--- src/rtl/player_shot_ctrl.sv ---
// Player bullet controller: three bullet slots with a spawn cooldown, upward motion,
// registered pixel drawing, per-slot hit latching against the enemy and a dodge warning.

module player_shot_ctrl #(
    parameter int BULLET_W   = 4,
    parameter int BULLET_H   = 8,
    parameter int Y_SPEED    = 6,
    parameter int PLAYER_Y   = 440,
    parameter int PLAYER_W   = 30,
    parameter int COOLDOWN   = 10,
    parameter int DODGE_DIST = 60,
    parameter int ENEMY_W    = 30,
    parameter int ENEMY_H    = 30
) (
    input  logic        clk,
    input  logic        resetN,
    input  logic        startOfFrame,
    input  logic [10:0] pixelX,
    input  logic [10:0] pixelY,
    input  logic        fire,
    input  logic        pause,
    input  logic [10:0] playerX,
    input  logic [10:0] enemyTopLeftX,
    input  logic [10:0] enemyTopLeftY,
    input  logic        enemyDrawReq,
    output logic [2:0]  shotCollision,
    output logic        dodgeBullet,
    output logic        bulletDrawReq,
    output logic [10:0] offsetX,
    output logic [10:0] offsetY
);

    localparam int SLOTS = 3;
    localparam int CD_W  = $clog2(COOLDOWN + 2);

    localparam logic [10:0]          SPAWN_Y  = 11'(PLAYER_Y - BULLET_H);
    localparam logic [10:0]          CENTER_X = 11'((PLAYER_W - BULLET_W) / 2);
    localparam logic [10:0]          STEP_Y   = 11'(Y_SPEED);
    localparam logic [11:0]          BW       = 12'(BULLET_W);
    localparam logic [11:0]          BH       = 12'(BULLET_H);
    localparam logic [11:0]          EW       = 12'(ENEMY_W);
    localparam logic signed [12:0]   EH       = 13'(ENEMY_H);
    localparam logic signed [12:0]   DD       = 13'(DODGE_DIST);
    localparam logic [CD_W-1:0]      CD_LOAD  = CD_W'(COOLDOWN);
    localparam logic [CD_W-1:0]      CD_ONE   = CD_W'(1);

    logic [SLOTS-1:0]      active;
    logic [SLOTS-1:0]      hit;
    logic [SLOTS-1:0]      match;
    logic [SLOTS-1:0]      match_q;
    logic [SLOTS-1:0]      threat;
    logic [10:0]           slot_x [SLOTS];
    logic [10:0]           slot_y [SLOTS];
    logic signed [12:0]    below  [SLOTS];
    logic                  fire_q;
    logic                  fire_rise;
    logic                  pending;
    logic [CD_W-1:0]       cooldown;
    logic [10:0]           off_x;
    logic [10:0]           off_y;
    logic [1:0]            spawn_idx;
    logic                  have_free;
    logic                  spawn_ok;

    assign fire_rise = fire & ~fire_q;

    // Scanning downward leaves the lowest-index matching slot as the offset source.
    always_comb begin
        match = '0;
        off_x = '0;
        off_y = '0;
        for (int i = SLOTS - 1; i >= 0; i--) begin
            match[i] = active[i]
                && ({1'b0, pixelX} >= {1'b0, slot_x[i]})
                && ({1'b0, pixelX} <  ({1'b0, slot_x[i]} + BW))
                && ({1'b0, pixelY} >= {1'b0, slot_y[i]})
                && ({1'b0, pixelY} <  ({1'b0, slot_y[i]} + BH));
            if (match[i]) begin
                off_x = pixelX - slot_x[i];
                off_y = pixelY - slot_y[i];
            end
        end
    end

    // A slot threatens the enemy when it is horizontally aligned and within the band below it.
    always_comb begin
        threat = '0;
        for (int i = 0; i < SLOTS; i++) begin
            below[i] = $signed({2'b00, slot_y[i]}) - $signed({2'b00, enemyTopLeftY}) - EH;
            threat[i] = active[i] && !hit[i]
                && ({1'b0, slot_x[i]} < ({1'b0, enemyTopLeftX} + EW))
                && ({1'b0, enemyTopLeftX} < ({1'b0, slot_x[i]} + BW))
                && !below[i][12]
                && (below[i] <= DD);
        end
    end

    // Spawn slot is picked from the flags as they stand before this tick's updates.
    always_comb begin
        spawn_idx = '0;
        have_free = 1'b0;
        for (int i = SLOTS - 1; i >= 0; i--) begin
            if (!active[i]) begin
                spawn_idx = 2'(i);
                have_free = 1'b1;
            end
        end
        spawn_ok = pending && !pause && have_free && (cooldown <= CD_ONE);
    end

    always_ff @(posedge clk or negedge resetN) begin
        if (!resetN) begin
            active        <= '0;
            hit           <= '0;
            match_q       <= '0;
            fire_q        <= 1'b0;
            pending       <= 1'b0;
            cooldown      <= '0;
            shotCollision <= '0;
            dodgeBullet   <= 1'b0;
            bulletDrawReq <= 1'b0;
            offsetX       <= '0;
            offsetY       <= '0;
            for (int i = 0; i < SLOTS; i++) begin
                slot_x[i] <= '0;
                slot_y[i] <= '0;
            end
        end else begin
            fire_q        <= fire;
            match_q       <= match;
            bulletDrawReq <= |match;
            offsetX       <= off_x;
            offsetY       <= off_y;

            if (startOfFrame) begin
                shotCollision <= hit;
                dodgeBullet   <= |threat;
                hit           <= '0;

                // Hits remove a slot even while paused and win over motion and off-screen removal.
                for (int i = 0; i < SLOTS; i++) begin
                    if (hit[i]) begin
                        active[i] <= 1'b0;
                    end else if (active[i] && !pause) begin
                        if (slot_y[i] < STEP_Y) begin
                            active[i] <= 1'b0;
                        end else begin
                            slot_y[i] <= slot_y[i] - STEP_Y;
                        end
                    end
                end

                if (!pause) begin
                    if (spawn_ok) begin
                        active[spawn_idx] <= 1'b1;
                        slot_x[spawn_idx] <= playerX + CENTER_X;
                        slot_y[spawn_idx] <= SPAWN_Y;
                        cooldown          <= CD_LOAD;
                    end else if (cooldown != '0) begin
                        cooldown <= cooldown - CD_ONE;
                    end
                    pending <= fire_rise;
                end else if (fire_rise) begin
                    pending <= 1'b1;
                end
            end else begin
                shotCollision <= '0;
                dodgeBullet   <= 1'b0;
                hit           <= hit | (match_q & active & {SLOTS{enemyDrawReq}});
                if (fire_rise) begin
                    pending <= 1'b1;
                end
            end
        end
    end

endmodule

--- config.mk ---
export PLATFORM = sky130hd
export DESIGN_NAME = player_shot_ctrl
export DESIGN_NICKNAME = d
export VERILOG_FILES = /design/src/rtl/player_shot_ctrl.sv
export SDC_FILE = /design/constraint.sdc
export NUM_CORES = 1
export LEC_CHECK = 0
export CAP_MARGIN = 25
export CORE_UTILIZATION = 55
export DETAILED_ROUTE_END_ITERATION = 12
export PLACE_DENSITY = 0.75
export SLEW_MARGIN = 20
export SYNTH_ARGS = -nofsm -noshare
export SYNTH_HDL_FRONTEND = slang
export SYNTH_SLANG_ARGS = --single-unit
--- constraint.sdc ---
create_clock -name clk -period 4.2 [get_ports clk]
set_input_delay 1.05 -clock clk [delete_from_list [all_inputs] [get_ports clk]]
set_output_delay 1.05 -clock clk [all_outputs]
set_load 0.02 [all_outputs]
Yosys cells after proc, flatten, opt, wreduce, memory -nomap -nowiden

Cells that the tools add are included.

Add/sub/neg operators: 24
Reductions and logical operators: 48
Multipliers: 0
Bitwise logic cells: 11
Mux-type cells: 53
Div/mod/pow operators: 0
Equal/unequal tests: 0
Magnitude comparators: 29
Shift operators: 0

Operators with widths:

| cell                  | count |
|---|---|
| $mux 11               | 19 |
| $lt 11x12->1          | 12 |
| $ge 11x11->1          | 6 |
| $mux 33               | 2 |
| $sub 11x11->11        | 6 |
| $le 13x7->1 const B   | 3 |
| $sub 12x6->13 const B | 3 |
| $add 11x3->12 const B | 3 |
| $add 11x4->12 const B | 3 |
| $sub 11x11->12        | 3 |
| $logic_and 1x1->1     | 35 |
| $bwmux 33             | 1 |
| $lt 11x3->1 const B   | 3 |
| $sub 11x3->11 const B | 3 |
| $demux 11 s2          | 1 |
| $and 21x21->21        | 1 |
| $not 21->21           | 1 |
| $mux 1                | 20 |
| $add 11x5->12 const B | 1 |
| $mux 3                | 4 |
| $or 12x12->12         | 1 |
| $add 11x4->11 const B | 1 |
| $mux 4                | 2 |
| $logic_not 1->1       | 7 |
| 17 further kinds      | 24 |

Bits in latches: 0
Logic and storage cells: 182
Output and inout bits: 27
Bits in read-only memories: 0
RAM bits: 0
Memories kept: 0
Flip-flop bits (word level): 108
Input bits: 61

Logic depth before layout (Yosys ltp)

Depth in word-level cells: 12
Gate-level depth with buffers: 16
Mapped depth without buffers: 14

Worst setup path after synthesis

No wires, ideal clock.

Path kind: in2reg
From: input enemyTopLeftX[1]
To: register dodgeBullet
Required time: 4096 ps
Cell stages on the path: 13
Path slack: 714 ps
Library setup time: 104 ps
Buffers on the path: 0
Arrival: 3382 ps
Cell sequence: inv_1 -> ha_1 -> a21oi_1 -> xnor2_1 -> ha_1 -> nand3_1 -> nor2_1 -> a2111oi_0 -> a211oi_1 -> a2111oi_0 -> o2111ai_1 -> a311o_1 -> o311ai_1

Cells in the longest elaborated chain, start to end: 8
Elaborated cells between the ends (all ways): 21
Those cells by class: add/sub: 1; order compare: 6; mux: 1; reduce/logical: 13

Ends and longest elaborated chain:

| item                   | RTL line | text |
|---|---|---|
| start: declaration     | 23       | `input logic [10:0] enemyTopLeftX,` |
| $add 11x5->12          | 91       | `&& ({1'b0, slot_x[i]} < ({1'b0, enemyTopLeftX} + EW))` |
| $lt 11x12->1           | 91       |  |
| $logic_and 1x1->1      | 91       |  |
| $logic_and 1x1->1      | 92       | `&& ({1'b0, enemyTopLeftX} < ({1'b0, slot_x[i]} + BW))` |
| $logic_and 1x1->1      | 93       | `&& !below[i][12]` |
| $logic_and 1x1->1      | 94       | `&& (below[i] <= DD);` |
| $reduce_or 3->1 *      | 137      | `dodgeBullet <= \|threat;` |
| $mux 1 *               | 135      | `if (startOfFrame) begin` |
| end signal: assignment | 137      |  |
| end: declaration       | 27       | `output logic dodgeBullet,` |

Mark *: on every way between the ends. The rest lies on a longest branch, timed or not.
A chain may end at the register's enable or synchronous reset.

Worst setup path in the final report

Same ends and word-level chain as after synthesis.

==> results.cfg <==
[cells_and_area]
fill_cells = 2068
layout_commonest_cell = ha_1
antenna_cells = 0
drive_gt1_frac = 0.0778
multi_input_area_sq_um = 9930
layout.cells.non_filler = 2079
layout_common_cells = ha_1 (229), nand2_1 (121), inv_1 (120)
nNetsFinal = 2054
syn2layout_area_growth_pct = 15.5
seq_area_sq_um = 2700

[synth]
synth-async-reset-ratio = 1.00
synthDistinctLibCells = 83
ys_seq_elements = 108
synth_warnings = 0
synth_flop_cell = dfrtp_1
yosysTopAreaCell = ha_1
seq_area_frac_synth = 0.204
synth-edff-count = 0
syn_nets = 1903
syn_area_sq_um = 13200
yosys-top-cells-area = ha_1 (22%), dfrtp_1 (20%), xnor2_1 (6.0%)
synth_top_cell_area_share = 0.216
synth.avg_cell_area_sq_um = 8.25
synthCells = 1604

[global_routing]
grt_use_total = 0.344
grt_pass1_wl_um = 65100
grt.overflow.total = 0
grt_pass1_vias = 12601
grt_max_degree = 66
antenna_found_initial = 0

[routing]
routedWlPerCell_um = 19.9
drtPass1Iterations = 5
route.final.wire_length_um = 41300
via_per_inst = 6.19
antenna_left = 0
drc_errors = 0
num_vias = 12871
drtIter0Drc = 980

[hold_path]
hold_end = pending
hold_start = fire_q
hp-class = reg -> reg
holdPathStages = 1

[sta]
slew_violations = 0
finalWorstSetupSlack_ns = 0.208
clock_skew_ns = 0.0174
setup_violations = 0
worstMarginPinSlew_ns = 0.809
post-route-period-util = 0.950
fmax_mhz = 251
relSlewSlack = 0.460
final_hold_viol_count = 0
fin_crit_ns = 3.99
rsz0062_at_grt = no

[floorplan]
core.rowCount = 56
io_pins = 88
die_h_um = 157
design.core.area_sq_um = 23500
die-width_um = 157
die_area_sq_um = 24700
initial_core_util = 0.562

[worst_setup_path]
arrival_ns = 4.26
endpoint_kind = flip-flop
crit_fanout = 2
cpLargestDelayFamily = compound AO/OA/AOI/OAI gates
path_cells = clkdlybuf4s50_1 > inv_1 > ha_1 > a21oi_1 > xnor2_1 > buf_4 > ha_1 > and3_1 > a2111oi_0 > a21oi_1 > a211oi_1 > o211ai_1 > o311ai_1
r2r_cells = 15
r2r-start = slot_x[15]
crit_buf_inv = 3
r2r_end = offsetX[10]
startpoint_type = primary input
path_class = in -> reg
crit_slowest_cell = clkdlybuf4s50_1
cpPeakStageDelay_ns = 0.48
r2r_slack_ns = 0.58
worstPathRequired_ns = 4.47

[cts]
cts_setup_buffers = 0
cts.root.buffer_cell = clkbuf_16
clock_sinks = 108
clockBufferDepth = 2
clk_pin_slew_ns = 0.09
cts_resized = 0
cts_tree = built
htreeDepth = 3
clk_latency_ns = 0.37
cts_buffers = 9
hold_buffers = 0

[power_and_ir_drop]
vdd_drop_max_mv = 0.282
powerDensity_nw_per_um2 = 536
p_leak_nw = 6.83

[outcome]
outcome = finished clean

[place]
placed_cells = 2063
port_buffers = 87
place_congestion = 0.970
pre_cts_ws_ns = -0.0571
hpwl_um = 34300

[run]
max_cap_viol_count = 0
-- cell families after synthesis --
group,count (synthesis),synth area share
AO/OA/AOI/OAI,433,0.213
XOR/XNOR,135,0.0893
buffers and inverters,153,0.0467
multiplexers,12,0.00936
AND/OR/NAND/NOR,525,0.208
flip-flops,108,0.204
adder cells (fa/ha/maj),238,0.230
-- power by group --
group,switching (mW),internal (mW)
Combinational,3.13,2.38
Sequential,0.510,1.31
Clock,0.456,0.419
Total,4.09,4.11
-- metal layers --
layer | global-route usage | vias to the layer above | wire, um
met5 | 0 | - | 0
met4 | 0.174 | 0 | 2060
met3 | 0.0446 | 125 | 2020
met2 | 0.595 | 444 | 20000
met1 | 0.417 | 6089 | 17300
li1 | - | 6213 | -
-- layout make-up --
| type | instances | share of cell area |
|---|---|---|
| inverters | 121 | 0.0299 |
| repair buffers | 172 | 0.0993 |
| well taps | 319 | 0.0261 |
| flip-flops and latches | 108 | 0.177 |
| clock buffers | 9 | 0.0147 |
| clock inverters | 7 | 0.00409 |
| multi-input cells | 1343 | 0.649 |
-- worst max-delay path by stage --
stage                     start          end  slack, ns  cells after the start
6_report       enemyTopLeftX[1]  dodgeBullet       0.21                     13
5_1_grt        enemyTopLeftX[1]  dodgeBullet       0.06                     13
4_1_cts        enemyTopLeftX[1]  dodgeBullet       0.32                     15
3_5_place_dp   enemyTopLeftX[1]  dodgeBullet      -0.06                     15
3_3_place_gp   enemyTopLeftX[1]  dodgeBullet      -0.05                     15
2_1_floorplan  enemyTopLeftX[1]  dodgeBullet       0.71                     13
-- sequential cells by signal (all words and copies together) (netlist names), 4 cells and up --
name	cells
slot_x	33
offsetX	11
cooldown	4
slot_y	33
offsetY	11
-- synth_stat cells (14+ instances only) --
master    instances
ha_1            229
nand2_1         121
inv_1           120
o21ai_0         112
dfrtp_1         108
a21oi_1          94
xnor2_1          91
nor2_1           88
nand3_1          66
nor3_1           53
xor2_1           44
a21o_1           33
nand2b_1         27
nand4_1          25
nor2b_1          24
a31oi_1          21
clkbuf_1         21
and3_1           19
nor4_1           16
or3_1            16
o211ai_1         14
-- stage by stage --
stage | cell area, sq um | util | total power, mW | TNS (ns) | hold WS, ns
4_1_cts | 15300 | 0.650 | 8.14 | 0 | 0.434
2_1_floorplan | 13200 | - | 5.55 | 0 | 0.400
6_report | 15300 | 0.650 | 8.20 | 0 | 0.427
3_5_place_dp | 15000 | 0.637 | 7.23 | -0.0571 | 0.422
3_3_place_gp | 15000 | 0.637 | 7.13 | -0.0512 | 0.406
5_1_grt | 15300 | 0.650 | 8.91 | 0 | 0.443
Power figures use the tool's default switching activity.
